File: src/rtl/calu_issue_stage.sv
// Issue/retire wrapper around the combinational complex ALU: registers operands,
// waits a per-opcode settle time, captures result and flags, and keeps status.
module calu_issue_stage #(
    parameter int SETTLE        = 1,
    parameter int SETTLE_MULDIV = 3
) (
    input  logic        clk,
    input  logic        rst_n,
    input  logic        in_valid,
    output logic        in_ready,
    input  logic [31:0] in_z1,
    input  logic [31:0] in_z2,
    input  logic [3:0]  in_opcode,
    output logic [31:0] calu_z1,
    output logic [31:0] calu_z2,
    output logic [3:0]  calu_opcode,
    input  logic [31:0] calu_zout,
    input  logic [11:0] calu_flags,
    output logic        out_valid,
    input  logic        out_ready,
    output logic [31:0] out_zout,
    output logic [11:0] out_flags,
    output logic [11:0] sticky_flags,
    input  logic        sticky_clr,
    output logic [7:0]  err_count,
    output logic        busy
);

    localparam int MAX_SETTLE = (SETTLE > SETTLE_MULDIV) ? SETTLE : SETTLE_MULDIV;
    localparam int CW         = (MAX_SETTLE < 2) ? 1 : $clog2(MAX_SETTLE + 1);

    typedef enum logic [1:0] {
        IDLE = 2'd0,
        EXEC = 2'd1,
        DONE = 2'd2
    } state_t;

    state_t          state_reg;
    logic [CW-1:0]   cnt_reg;
    logic [31:0]     z1_reg;
    logic [31:0]     z2_reg;
    logic [3:0]      opcode_reg;
    logic [31:0]     zout_reg;
    logic [11:0]     flags_reg;
    logic [11:0]     sticky_reg;
    logic [7:0]      err_reg;

    logic            capture;
    logic            cap_err;
    logic            is_muldiv;
    logic [11:0]     sticky_base;
    logic [7:0]      err_base;

    assign is_muldiv = (in_opcode == 4'b0010) || (in_opcode == 4'b0011);
    assign capture   = (state_reg == EXEC) && (cnt_reg == CW'(1));
    // Error flags are DVFR, DVFI, ZER, ZEI.
    assign cap_err   = |calu_flags[9:6];

    // A clear coinciding with a capture wipes history first, then folds in the new result.
    assign sticky_base = sticky_clr ? 12'd0 : sticky_reg;
    assign err_base    = sticky_clr ? 8'd0  : err_reg;

    always_ff @(posedge clk) begin
        if (!rst_n) begin
            state_reg  <= IDLE;
            cnt_reg    <= '0;
            z1_reg     <= '0;
            z2_reg     <= '0;
            opcode_reg <= '0;
            zout_reg   <= '0;
            flags_reg  <= '0;
        end else begin
            case (state_reg)
                IDLE: begin
                    if (in_valid) begin
                        z1_reg     <= in_z1;
                        z2_reg     <= in_z2;
                        opcode_reg <= in_opcode;
                        cnt_reg    <= is_muldiv ? CW'(SETTLE_MULDIV) : CW'(SETTLE);
                        state_reg  <= EXEC;
                    end
                end
                EXEC: begin
                    if (capture) begin
                        zout_reg  <= calu_zout;
                        flags_reg <= calu_flags;
                        state_reg <= DONE;
                    end else begin
                        cnt_reg <= cnt_reg - CW'(1);
                    end
                end
                DONE: begin
                    if (out_ready) begin
                        state_reg <= IDLE;
                    end
                end
                default: state_reg <= IDLE;
            endcase
        end
    end

    always_ff @(posedge clk) begin
        if (!rst_n) begin
            sticky_reg <= '0;
            err_reg    <= '0;
        end else if (capture) begin
            sticky_reg <= sticky_base | calu_flags;
            err_reg    <= (cap_err && (err_base != 8'hFF)) ? err_base + 8'd1 : err_base;
        end else if (sticky_clr) begin
            sticky_reg <= '0;
            err_reg    <= '0;
        end
    end

    assign in_ready     = (state_reg == IDLE);
    assign busy         = (state_reg != IDLE);
    assign out_valid    = (state_reg == DONE);
    assign calu_z1      = z1_reg;
    assign calu_z2      = z2_reg;
    assign calu_opcode  = opcode_reg;
    assign out_zout     = zout_reg;
    assign out_flags    = flags_reg;
    assign sticky_flags = sticky_reg;
    assign err_count    = err_reg;

endmodule

File: config.mk
export PLATFORM = sky130hd
export DESIGN_NAME = calu_issue_stage
export DESIGN_NICKNAME = d
export VERILOG_FILES = /design/src/rtl/calu_issue_stage.sv
export SDC_FILE = /design/constraint.sdc
export NUM_CORES = 1
export LEC_CHECK = 0
export ABC_AREA = 1
export CAP_MARGIN = 40
export CORE_UTILIZATION = 40
export CTS_CLUSTER_SIZE = 30
export DETAILED_ROUTE_END_ITERATION = 10
export PLACE_DENSITY = 0.88
export SETUP_SLACK_MARGIN = 0.4
export SYNTH_ARGS = -nofsm -noshare
export SYNTH_HDL_FRONTEND = slang
export SYNTH_SLANG_ARGS = --single-unit
File: constraint.sdc
create_clock -name clk -period 1.85 [get_ports clk]
set_clock_uncertainty 0.2 [all_clocks]
set_input_delay 0.4625 -clock clk [delete_from_list [all_inputs] [get_ports clk]]
set_output_delay 0.4625 -clock clk [all_outputs]
set_load 0.02 [all_outputs]
# == Word level (Yosys, flattened, before mapping) ==
# Cells that the tools add are included.
# Widths: inputs -> output; s select.
# op_classes
addsub,2
eq_ne,10
muxes,13
bitwise,1
reduce_logical,11
# op_table
cell,n
$mux 12,2
$mux 8,3
$mux 2,6
$or 12x12->12,1
$add 8x1->8 const B,1
$eq 4x2->1 const B,2
$ne 8x8->1 const B,1
$ne 2x2->1 const B,3
$pmux 2 s3,1
$reduce_and 3->1,2
$eq 2x1->1 const B,2
$pmux 2 s2,1
$reduce_and 2->1,2
$reduce_bool 2->1,2
$reduce_or 4->1,1
$eq 2x2->1 const B,1
$logic_and 1x1->1,2
$logic_not 2->1,1
$ne 2x1->1 const B,1
$sub 2x1->2 const B,1
$logic_or 1x1->1,1
# totals
reg_bits,136
input_bits,117
output_inout_bits,135
elab_cells,46

# == Depth between registers and ports, before layout ==
# depth
word_depth,5
ltp_mapped,9
depth_no_buf,8

# == Least setup slack after synthesis ==
# No wires, ideal clock.
# synth_path
path_type,register to output
start,register state_reg[1]
end,output port out_valid
arrival_ns,0.783
t_required_ns,1.187
slack_ns,0.405
path_stages_with_launch,3
path_buffers,0
path_cell_list,dfxtp_1 inv_1 nor2_1
# synth_via
elab_chain_cells,1
# synth_lines
item,line_no,rtl
"start, declared",38,state_t state_reg;
"start signal, assigned",65,state_reg <= IDLE;
"start signal, assigned",80,state_reg <= EXEC;
"start signal, assigned",87,state_reg <= DONE;
$eq 2x2->1,117,assign out_valid = (state_reg == DONE);
"end, declared",19,"output logic out_valid,"
# No other way between the ends.

# == Final worst setup path ==
# layout_path
start,input port calu_flags[6]
end,register err_reg[6] (netlist: err_count[6])
# layout_via
elab_chain_cells,4
# layout_lines
item,line_no,rtl
"start, declared",18,"input logic [11:0] calu_flags,"
$reduce_or 4->1,57,assign cap_err = |calu_flags[9:6];
$logic_and 1x1->1,108,err_reg <= (cap_err && (err_base != 8'hFF)) ? err_base + 8'd1 : err_base;
$mux 8,108,
$mux 8,106,end else if (capture) begin
"end signal, assigned",108,
"end, declared",46,logic [7:0] err_reg;
# No other way between the ends.
# A chain may end at the register's enable or synchronous reset.

==> metrics.md <==
| Metric | Value |
|---|---|
| Status | `finished with violations` |
| Failing checks | `setup timing` |
| CP Launch Type | `input pin` |
| Share of layout cells above drive strength 1 | `0.636` |
| Slew at the pin with the worst max-slew slack | `0.476 ns` |
| YS warnings | `0` |
| Placer Congestion | `0.848` |
| Seq/Total Area, Yosys | `0.559` |
| Starting DRT DRC Count | `677` |
| Drt pass-1 iters | `7` |
| Slew HR | `0.682` |
| Critical path required time | `1.99 ns` |
| Rows | `39` |
| Hpwl dp | `10600 um` |
| Grt ovf | `0` |
| ANT cells | `0` |
| Layout Nets | `1106` |
| Cell Area, Synth | `4870 um2` |
| CP max-delay cell | `clkdlybuf4s50_1` |
| CTS root buffer | `clkbuf_16` |
| Post-detailed-route wirelength per cell | `24.5 um` |
| CP most frequent cell | `nand2_1` |
| Die height | `112 um` |
| IO Pins | `252` |
| Crit. End Element | `register` |
| Routed vias/inst | `5.78` |
| Number of global-route vias before repair | `5563` |
| Syn Nets | `744` |
| Initial antenna violation count | `0` |
| Antenna viol nets, final | `0` |
| Register bit total from synthesis | `136` |
| Clock transition at path regs | `0.06 ns` |
| Final instance area | `10900 um2` |
| IO buf count | `251` |
| Routed WL | `28100 um` |
| Setup ws final | `-0.0505 ns` |
| Data arrival time of the worst path | `2.04 ns` |
| VDD IR max | `0.753 mV` |
| Min cycle time layout | `1.90 ns` |
| Clock Path Buffers | `2` |
| Largest net degree at the start of global routing | `61` |
| Worst hold path type | `register to register` |
| GRT Total Usage | `0.279` |
| CTS H-tree lvls | `4` |
| Worst setup path class | `input pin to register` |
| CTS tree | `done` |
| Die area | `12600 um2` |
| Die Span X | `112 um` |
| Critical-path cell list | `clkdlybuf4s50_1, nor2_4, a21oi_4, nand4_1, nand2_1, nand2_1, nor2_1` |
| Static leakage | `0.00454 uW` |
| Worst-skew pair later-pin latency | `0.42 ns` |
| Final Max Slew Viols | `0` |
| Clk sinks | `136` |
| Post-synth top area share | `0.559` |
| Hold_buf cts | `0` |
| Max-cap violations | `0` |
| Hold slack final | `0.279 ns` |
| Place WS | `-0.219 ns` |
| Cell Pwr Density | `862 nW/um2` |
| Power Total | `9400 uW` |
| Cells after synthesis | `626` |
| First-pass GRT wire length | `27200 um` |
| Unrepaired setup endpoints after global routing | `yes` |
| Syn Area/Cell | `7.78 um2` |
| Synth area leader | `dfxtp_1` |
| Post-DP Area | `7660 um2` |
| Achievable frequency | `0.526 GHz` |
| Setup violations, final | `2` |
| Total number of vias | `6618` |
| DRC viols | `0` |
| Slowest cell delay on critical path | `0.61 ns` |
| CTS buffer count | `17` |
| Tcrit/Tclk final | `1.03` |
| Final core occ | `0.935` |
| Final hold viol count | `0` |
| Post-synthesis cell type count | `25` |
| Initial Utilization | `0.418` |
| Top cells by area, synth | `dfxtp_1 (56%), nor2_1 (12%), nand2_1 (9.5%)` |
| Synth-to-layout area growth | `124%` |
| Core ar. | `11700 um2` |
| Crit path max fanout | `3` |
[logic make-up after synthesis]
| logic type | Yosys count | synth area share |
|---|---|---|
| buffers and inverters | 60 | 0.0573 |
| flip-flops | 136 | 0.559 |
| adder cells (fa/ha/maj) | 1 | 0.00257 |
| AO/OA/AOI/OAI | 138 | 0.144 |
| AND/OR/NAND/NOR | 291 | 0.237 |
[critical path: cells and delay by family]
family | cells | cell delay (ns)
AOI/OAI and AO/OA | 1 | 0.22
buffers and inverters | 1 | 0.61
and+or+nand+nor | 5 | 0.73
[report_power, final]
part	switching [uW]	leakage, uW	total [uW]	internal (uW)
combinational	1220	0.00307	2470	1250
sequential	203	0.00117	3380	3170
clock	1340	0.000298	3560	2220
[placed cells by master (no fill, tap or decap), drive strengths merged]
master           n
bufinv           3
nand2          125
nand4            4
o21ai           70
clkinv           9
ha               1
buf            251
clkdlybuf4s50  113
nand3            9
dfxtp          136
nor2           153
nor3             1
a21oi           69
dlymetal6s2s     1
inv             18
dlygate4sd2      1
clkbuf          37
[final timing paths]
check / cells past startpoint / slack, ns / startpoint / endpoint
setup / recovery: 7 / -0.05 / calu_flags[6] / err_count[6]
hold / removal: 2 / 0.28 / out_flags[4] / out_flags[4]
setup reg to reg: 10 / -0.03 / state_reg[1] / calu_z1[0]
hold reg to reg: 2 / 0.28 / out_flags[4] / out_flags[4]
[final cells by class]
type / count / area, um2
clock inverters: 8 / 119
multi-input cells: 432 / 2900
repair inverters: 1 / 16.3
well taps: 143 / 179
clock buffers: 24 / 482
inverters: 21 / 106
fillers: 331 / 753
flip-flops and latches: 136 / 2920
repair buffers: 379 / 4200
[synth_stat cells]
cell type,n
nor2_1,151
dfxtp_1,136
nand2_1,123
o21ai_0,70
a21oi_1,67
inv_1,17
clkbuf_1,16
buf_2,10
buf_4,8
nand3_1,7
clkbuf_2,3
inv_2,3
nand4_1,3
a21oi_4,1
buf_1,1
buf_6,1
clkinv_1,1
ha_1,1
nand2_4,1
nand3_2,1
nand3_4,1
nand4_2,1
nor2_2,1
nor2_4,1
nor3_1,1
[layer usage]
layer | vias up | routed length [um] | GRT usage | part of all wire
li1 | 2739 | - | - | -
met2 | 567 | 13800 | 0.524 | 0.49
met5 | - | 0 | 0 | 0
met4 | 0 | 1950 | 0.144 | 0.070
met1 | 3134 | 9480 | 0.259 | 0.34
met3 | 178 | 2860 | 0.112 | 0.10
[through the flow]
stage	setup TNS [ns]	std cells
floorplan	0	626
global placement	-0.951	1015
detailed placement	-2.22	1015
CTS	0	1069
global route	-0.449	1144
finish	-0.0795	1144
[repair_timing]
item	CTS	global route
buffers inserted	20	56
endpoints found under the setup margin	269	270
pin swaps	9	72
resized for setup	975	367
endpoints found under the hold margin	0	0
cloned	2	19
Note: power is estimated with default switching activity, not from simulation.
